==> src/rtl/vga_timing_pkg.sv <==
// Shared VGA timing constants (640x480@60 defaults, derived totals and sync
// windows) plus the 6-bit colour codes used by the overlay generators.
package vga_timing_pkg;

    localparam int unsigned CNT_W    = 10;

    localparam int unsigned H_ACTIVE = 640;
    localparam int unsigned H_FP     = 16;
    localparam int unsigned H_SYNC   = 96;
    localparam int unsigned H_BP     = 48;
    localparam int unsigned V_ACTIVE = 480;
    localparam int unsigned V_FP     = 10;
    localparam int unsigned V_SYNC   = 2;
    localparam int unsigned V_BP     = 33;

    localparam int unsigned H_TOTAL  = H_ACTIVE + H_FP + H_SYNC + H_BP;
    localparam int unsigned V_TOTAL  = V_ACTIVE + V_FP + V_SYNC + V_BP;
    localparam int unsigned HS_START = H_ACTIVE + H_FP;
    localparam int unsigned HS_END   = HS_START + H_SYNC;
    localparam int unsigned VS_START = V_ACTIVE + V_FP;
    localparam int unsigned VS_END   = VS_START + V_SYNC;

    // RRGGBB, two bits per channel
    localparam logic [5:0] COL_BLACK  = 6'b00_00_00;
    localparam logic [5:0] COL_WHITE  = 6'b11_11_11;
    localparam logic [5:0] COL_RED    = 6'b11_00_00;
    localparam logic [5:0] COL_GREEN  = 6'b00_11_00;
    localparam logic [5:0] COL_BLUE   = 6'b00_00_11;
    localparam logic [5:0] COL_YELLOW = 6'b11_11_00;

endpackage

==> src/rtl/vga_axis_counter.sv <==
// One raster axis: wrapping counter with registered active/sync/zero flags
// decoded from the next count, so flags and count change on the same edge.
module vga_axis_counter #(
    parameter int unsigned TOTAL    = 800,
    parameter int unsigned ACT      = 640,
    parameter int unsigned SYNC_S   = 656,
    parameter int unsigned SYNC_E   = 752,
    parameter logic        SYNC_POL = 1'b0,
    parameter int unsigned W        = 10
) (
    input  logic         clk,
    input  logic         rst_n,
    input  logic         step,
    output logic [W-1:0] cnt,
    output logic         wrap,
    output logic         zero,
    output logic         act,
    output logic         sync
);

    localparam logic [W-1:0] LAST_C = W'(TOTAL - 1);
    localparam logic [W-1:0] ACT_C  = W'(ACT);
    localparam logic [W-1:0] SS_C   = W'(SYNC_S);
    localparam logic [W-1:0] SE_C   = W'(SYNC_E);

    logic [W-1:0] cnt_q, cnt_d;
    logic         act_q, act_d;
    logic         zero_q, zero_d;
    logic         sync_q, sync_d;

    // Next count: hold, increment, or wrap at the last position
    always_comb begin
        cnt_d = cnt_q;
        if (step) begin
            if (cnt_q == LAST_C) begin
                cnt_d = '0;
            end else begin
                cnt_d = cnt_q + W'(1);
            end
        end else begin
            cnt_d = cnt_q;
        end
    end

    // Flag decode from the next count
    always_comb begin
        act_d  = (cnt_d < ACT_C);
        zero_d = (cnt_d == '0);
        if ((cnt_d >= SS_C) && (cnt_d < SE_C)) begin
            sync_d = SYNC_POL;
        end else begin
            sync_d = ~SYNC_POL;
        end
    end

    // Counter and flag registers; reset parks the axis on its last position
    always_ff @(posedge clk or negedge rst_n) begin
        if (!rst_n) begin
            cnt_q  <= LAST_C;
            act_q  <= 1'b0;
            zero_q <= 1'b0;
            sync_q <= ~SYNC_POL;
        end else begin
            cnt_q  <= cnt_d;
            act_q  <= act_d;
            zero_q <= zero_d;
            sync_q <= sync_d;
        end
    end

    assign cnt  = cnt_q;
    assign wrap = (cnt_q == LAST_C);
    assign zero = zero_q;
    assign act  = act_q;
    assign sync = sync_q;

endmodule

==> src/rtl/vga_timing_gen.sv <==
// VGA raster timing source: x/y counters with aligned active/sync/start flags.
// Optional frame counter output enabled by defining VGA_FRAME_COUNT_EN.
module vga_timing_gen
    import vga_timing_pkg::*;
#(
    parameter int unsigned H_ACTIVE_P = H_ACTIVE,
    parameter int unsigned H_FP_P     = H_FP,
    parameter int unsigned H_SYNC_P   = H_SYNC,
    parameter int unsigned H_BP_P     = H_BP,
    parameter int unsigned V_ACTIVE_P = V_ACTIVE,
    parameter int unsigned V_FP_P     = V_FP,
    parameter int unsigned V_SYNC_P   = V_SYNC,
    parameter int unsigned V_BP_P     = V_BP,
    parameter logic        SYNC_POL   = 1'b0
`ifdef VGA_FRAME_COUNT_EN
    ,
    parameter int unsigned FRAME_CNT_W = 8
`endif
) (
    input  logic             clk,
    input  logic             rst_n,
    input  logic             pix_ce,
    output logic [CNT_W-1:0] x,
    output logic [CNT_W-1:0] y,
    output logic             active,
    output logic             hsync,
    output logic             vsync,
    output logic             line_start,
    output logic             frame_start
`ifdef VGA_FRAME_COUNT_EN
    ,
    output logic [FRAME_CNT_W-1:0] frame_cnt
`endif
);

    localparam int unsigned H_TOT_C = H_ACTIVE_P + H_FP_P + H_SYNC_P + H_BP_P;
    localparam int unsigned V_TOT_C = V_ACTIVE_P + V_FP_P + V_SYNC_P + V_BP_P;
    localparam int unsigned HS_S_C  = H_ACTIVE_P + H_FP_P;
    localparam int unsigned VS_S_C  = V_ACTIVE_P + V_FP_P;

    if ((H_TOT_C > (1 << CNT_W)) || (V_TOT_C > (1 << CNT_W))) begin : g_width_check
        $error("vga_timing_gen: raster totals do not fit the 10-bit counters");
    end

    logic h_wrap_s, h_zero_s, h_act_s, h_sync_s;
    logic v_wrap_s, v_zero_s, v_act_s, v_sync_s;
    logic v_step_s;

    assign v_step_s = pix_ce & h_wrap_s;

    vga_axis_counter #(
        .TOTAL    (H_TOT_C),
        .ACT      (H_ACTIVE_P),
        .SYNC_S   (HS_S_C),
        .SYNC_E   (HS_S_C + H_SYNC_P),
        .SYNC_POL (SYNC_POL),
        .W        (CNT_W)
    ) u_h_axis (
        .clk  (clk),
        .rst_n(rst_n),
        .step (pix_ce),
        .cnt  (x),
        .wrap (h_wrap_s),
        .zero (h_zero_s),
        .act  (h_act_s),
        .sync (h_sync_s)
    );

    vga_axis_counter #(
        .TOTAL    (V_TOT_C),
        .ACT      (V_ACTIVE_P),
        .SYNC_S   (VS_S_C),
        .SYNC_E   (VS_S_C + V_SYNC_P),
        .SYNC_POL (SYNC_POL),
        .W        (CNT_W)
    ) u_v_axis (
        .clk  (clk),
        .rst_n(rst_n),
        .step (v_step_s),
        .cnt  (y),
        .wrap (v_wrap_s),
        .zero (v_zero_s),
        .act  (v_act_s),
        .sync (v_sync_s)
    );

    // All flags are ANDs of flops sharing one edge, so no skew against x/y
    assign active      = h_act_s & v_act_s;
    assign hsync       = h_sync_s;
    assign vsync       = v_sync_s;
    assign line_start  = h_zero_s;
    assign frame_start = h_zero_s & v_zero_s;

`ifdef VGA_FRAME_COUNT_EN
    logic                   first_q, first_d;
    logic [FRAME_CNT_W-1:0] frame_cnt_q, frame_cnt_d;

    // The wrap out of reset starts frame 0 rather than completing one
    always_comb begin
        first_d     = first_q;
        frame_cnt_d = frame_cnt_q;
        if (pix_ce) begin
            first_d = 1'b0;
            if (h_wrap_s && v_wrap_s && !first_q) begin
                frame_cnt_d = frame_cnt_q + FRAME_CNT_W'(1);
            end else begin
                frame_cnt_d = frame_cnt_q;
            end
        end else begin
            first_d     = first_q;
            frame_cnt_d = frame_cnt_q;
        end
    end

    // Frame counter registers
    always_ff @(posedge clk or negedge rst_n) begin
        if (!rst_n) begin
            first_q     <= 1'b1;
            frame_cnt_q <= '0;
        end else begin
            first_q     <= first_d;
            frame_cnt_q <= frame_cnt_d;
        end
    end

    assign frame_cnt = frame_cnt_q;
`else
    logic unused_v_wrap_s;
    assign unused_v_wrap_s = v_wrap_s;
`endif

endmodule

==> config.mk <==
export PLATFORM = sky130hd
export DESIGN_NAME = vga_timing_gen
export DESIGN_NICKNAME = d
export VERILOG_FILES = /design/src/rtl/vga_timing_pkg.sv /design/src/rtl/vga_axis_counter.sv /design/src/rtl/vga_timing_gen.sv
export SDC_FILE = /design/constraint.sdc
export NUM_CORES = 1
export LEC_CHECK = 0
export ABC_AREA = 1
export CAP_MARGIN = 25
export CORE_MARGIN = 1
export CORE_UTILIZATION = 53
export DETAILED_ROUTE_END_ITERATION = 12
export PLACE_DENSITY_LB_ADDON = 0.08
export SYNTH_ARGS = -nofsm -noshare
export SYNTH_HDL_FRONTEND = slang
export SYNTH_SLANG_ARGS = --single-unit
==> constraint.sdc <==
create_clock -name clk -period 2.1 [get_ports clk]
set_input_delay 0.42 -clock clk [delete_from_list [all_inputs] [get_ports clk]]
set_output_delay 0.42 -clock clk [all_outputs]
set_load 0.02 [all_outputs]
* Word level (Yosys, flattened, before mapping)
Index checks and enable logic that the tools add are counted.
** Operators by class
- Equal/unequal tests :: 2
- Bitwise logic cells :: 3
- Reduce and logical (&&, ||, !) cells :: 4
- Multiplexer cells :: 6
- Add/subtract/negate cells :: 2
- Magnitude comparators :: 6
** Operators with widths (count)
- 10-bit 2-to-1 mux :: 4
- 10-bit by 1-bit adder with 10-bit output (second input constant) :: 2
- 10-bit equality test (second input constant) :: 2
- 10-bit zero test :: 2
- 10-bit less-than comparator (second input constant) :: 2
- 10-bit by 9-bit less-than comparator with 1-bit output (second input constant) :: 2
- 10-bit greater-or-equal comparator (second input constant) :: 1
- 10-bit by 9-bit greater-or-equal comparator with 1-bit output (second input constant) :: 1
- 1-bit AND :: 3
- 1-bit logical AND :: 2
- 1-bit 2-to-1 mux :: 2
** Storage, ports and cells
- Output and inout port bits :: 25
- Flip-flop bits (word level) :: 26
- Logic and storage cells :: 31

* Logic depth before layout (Yosys ltp)
- Word-level depth :: 6
- Depth in mapped cells :: 13
- Mapped depth without buffers :: 13

* Cells and area by module
From an unflattened synthesis, not the netlist that was laid out.
** Second synthesis, totals
- Cell total of the unflattened synthesis :: 233
- Area, all modules :: 1637.8 um^2
** Modules (own cells, without submodules)
- vga_axis_counter (u_v_axis) :: area an instance 860.8 um^2, times used 1, sequential area each 330.3 um^2, cells an instance 126
- vga_axis_counter (u_h_axis) :: area an instance 754.5 um^2, times used 1, sequential area each 335.3 um^2, cells an instance 101
- vga_timing_gen :: area an instance 22.5 um^2, times used 1, sequential area each 0.0 um^2, cells an instance 6

* Least setup slack after synthesis
No wires, ideal clock.
- Path kind :: register -> register
- From :: register u_h_axis.cnt_q[0], in the netlist u_h_axis.cnt[0]
- To :: register u_v_axis.act_q, in the netlist u_v_axis.act
- Data required time :: 1.984 ns
- Setup time :: 0.116 ns
- Arrival time :: 1.692 ns
- Path slack :: 0.292 ns
- Cell stages (with the launch flop) :: 12
- Path buffers :: 1
- Cells stage by stage :: dfstp_2 -> ha_1 -> nand2_1 -> nor2_4 -> nand4_4 -> buf_6 -> nor2_2 -> nand2_1 -> nand2_2 -> nand3_1 -> nor2_2 -> nor2_1
** On the way
- Word-level cells in the longest chain between the ends :: 4
** RTL lines
- from (decl) :: line vga_axis_counter.sv:26 : logic [W-1:0] cnt_q, cnt_d;
- from (signal assigned) :: line vga_axis_counter.sv:64 : cnt_q <= cnt_d;
- 10-bit equality test :: line vga_axis_counter.sv:72 : assign wrap = (cnt_q == LAST_C);
- 1-bit AND :: line vga_timing_gen.sv:49 : assign v_step_s = pix_ce & h_wrap_s;
- 10-bit 2-to-1 mux :: line vga_axis_counter.sv:34 : if (step) begin
- via u_v_axis.cnt_d[8] :: line vga_axis_counter.sv:26
- 10-bit by 9-bit less-than comparator with 1-bit output :: line vga_axis_counter.sv:47 : act_d = (cnt_d < ACT_C);
- via u_v_axis.act_d :: line vga_axis_counter.sv:27 : logic act_q, act_d;
- to (signal assigned) :: line vga_axis_counter.sv:65 : act_q <= act_d;
- to (decl) :: line vga_axis_counter.sv:27
The timed path passes the listed nets, and every way through them passes these cells.

* Worst setup path in the final report
- From :: register u_h_axis.cnt_q[3], in the netlist u_h_axis.cnt[3]
- To :: output x[3]
** RTL lines
- to (decl) :: line vga_timing_gen.sv:23 : output logic [CNT_W-1:0] x,
No word-level cell between the ends.

==> flow_summary.ini <==
[detailed_routing]
drc = 0
highest_layer = met4
post_drt_wl_per_cell_um = 11.0
ant_nets = 0
met3_wirelength_um = 122
avgViaCountPerCell = 4.89
drt-met1-wl_mm = 1.70
wl_mm = 3.53
route.met2.wl_mm = 1.68
drtIter0Drc = 65
vias = 1564
dr.pass1.iters = 4

[sta]
period_needed_ns = 1.99
final_max_slew_viol_count = 0
setup_viol = 0
finalHoldViolCount = 0
fin_hold_ws_ns = 0.447
timing.fmax_ghz = 0.501
layout_setup_ws_ns = 0.106
worst_slew_pin_slew_ns = 0.331
post-route-period-util = 0.950
slew_headroom = 0.779
finClkSkew_ns = 0.00448

[cells_and_area]
diodes = 0
instances_no_fill = 320
area_growth_pct = 26.5
finalNetCount = 283
layout-drive-gt1-share = 0.159

[floorplan]
start_util = 0.553
ios = 28
die_height_um = 58.2
rows = 20
die_w_um = 58.2
dieArea_mm2 = 0.00339
core_mm2 = 0.00303

[grt]
grt_pass1_vias = 1393
grt_overflow = 0
grt_pass1_wl_mm = 5.79
track_usage = 0.220
antenna_found_initial = 0
grt_max_degree = 27

[worst_setup_path]
critPathKind = register to output port
critPathSlowestCell = dfstp_2
cpPeakStageDelay_ns = 0.64
arrival_ns = 1.57
cp-end-kind = output port
crit_chain = clkdlybuf4s50_1
cp-start-kind = register
crit_family = flip-flops
crit_buf_inv = 1
worst-path-max-fanout = 7
worstPathRequired_ns = 1.68

[yosys]
synth.yosys.warnings = 0
synth-seq-area-share = 0.397
synth.avg_cell_area_um2 = 6.95
synth_area_mm2 = 0.00168
ys_types = 24
ys_ff_latch = 26
syn_inst = 241
synth_fp_nets = 247

[hold_path]
hp-class = primary input to asynchronous set/reset pin

[clocking]
cts_sinks = 26
cts-htree-levels = 1
cts_buffer_depth = 2
clk_latency_ns = 0.31
cts_root_buf = clkbuf_4
cts_buffers = 3
cts_tree = done
clk_pin_slew_ns = 0.14

[power_and_ir_drop]
ir_drop_mv = 0.402
powerDensity_mw_per_mm2 = 784
p_leak_nw = 1.12

[job]
drv_cap = 0

[placed_design]
gp_congestion = 0.877
io_buffers = 27
placedCellCount = 313
dp_hpwl_mm = 2.62
pre_cts_slack_ns = 0.0446

[status]
status = complete, no violations
report_power, final:
| group | leakage [nW] | switching [mW] | internal, mW |
|---|---|---|---|
| combinational | 0.800 | 0.351 | 0.249 |
| sequential | 0.291 | 0.110 | 0.617 |
| clock | 0.0279 | 0.143 | 0.193 |
| total | 1.12 | 0.604 | 1.06 |
registers in the layout, summed over array words and instances (netlist names):
name	cells
u_h_axis.zero	1
u_h_axis.cnt	10
u_h_axis.sync	1
u_v_axis.act	1
u_v_axis.cnt	10
u_h_axis.act	1
u_v_axis.zero	1
u_v_axis.sync	1
stage by stage:
| step | area (µm²) | total power [mW] | setup TNS (ns) | utilization |
|---|---|---|---|---|
| floorplan | 1680 | 1.09 | 0 | - |
| global placement | 2020 | 1.31 | 0 | 0.667 |
| detailed placement | 2020 | 1.32 | 0 | 0.667 |
| CTS | 2070 | 1.66 | 0 | 0.684 |
| global route | 2120 | 1.77 | -0.0159 | 0.700 |
| finish | 2120 | 1.66 | 0 | 0.700 |
per-layer routing:
metal,vias up,GRT usage
met2,32,0.373
met5,-,0
met4,0,0.0816
met3,4,0.0201
li1,814,-
met1,714,0.293
layout make-up:
class	count	area, µm²
clock buffer	3	22.5
clock inverter	1	30.0
fill	259	908
inverter	45	169
multi-input combinational	167	825
sequential	26	666
tap	44	55.1
timing repair buffer	34	353
final timing paths:
check	start	end	slack [ns]	cells after the start
worst max-delay path	u_h_axis.cnt[3]	x[3]	0.11	1
worst min-delay path	rst_n	u_h_axis.cnt[7]	0.45	2
max in group asynchronous	rst_n	u_v_axis.cnt[2]	1.35	2
min in group clk	u_h_axis.cnt[1]	u_h_axis.cnt[1]	0.57	2
worst min register to register	u_h_axis.cnt[1]	u_h_axis.cnt[1]	0.57	2
worst max register to register	u_h_axis.cnt[0]	u_v_axis.zero	0.16	11
layout by cell type (no fill, tap or decap):
master	n
bufinv_16	1
ha_2	1
nand4_1	7
nand3_2	1
buf_4	5
nand4_2	1
xor2_1	3
dfrtp_1	14
clkbuf_16	1
buf_12	1
clkdlybuf4s50_1	27
nand2_2	3
dfstp_2	12
nand2_1	71
nor2_1	32
o21ai_2	3
nand2_4	1
o21bai_1	3
ha_1	2
nand4_4	1
inv_2	2
o21ai_1	2
nand3_1	25
nor2_4	1
inv_1	43
nor2_2	6
o21ai_0	3
or2_2	1
clkbuf_4	3
Yosys cell counts (all sizes together):
master / count / share of area
ha: 3 / 0.022
nor2: 39 / 0.10
nand4: 8 / 0.039
o21ai: 8 / 0.031
buf: 4 / 0.019
nand3: 26 / 0.081
nand2: 75 / 0.18
inv: 45 / 0.10
xor2: 3 / 0.016
dfstp: 12 / 0.19
or2: 1 / 0.0037
o21bai: 3 / 0.013
dfrtp: 14 / 0.21
cell families after synthesis:
logic type | count (synthesis) | synth area share
buf+inv | 49 | 0.119
xor+xnor | 3 | 0.0157
simple gates | 149 | 0.401
fa+ha+maj | 3 | 0.0224
flops | 26 | 0.397
compound gates | 11 | 0.0441
repair_timing:
action,in CTS,in global routing
endpoints found under the setup margin,0,4
gates resized for setup,0,1
hold buffers,0,0
buffers inserted,0,1
endpoints found under the hold margin,0,0
Power figures use the tool's default switching activity.
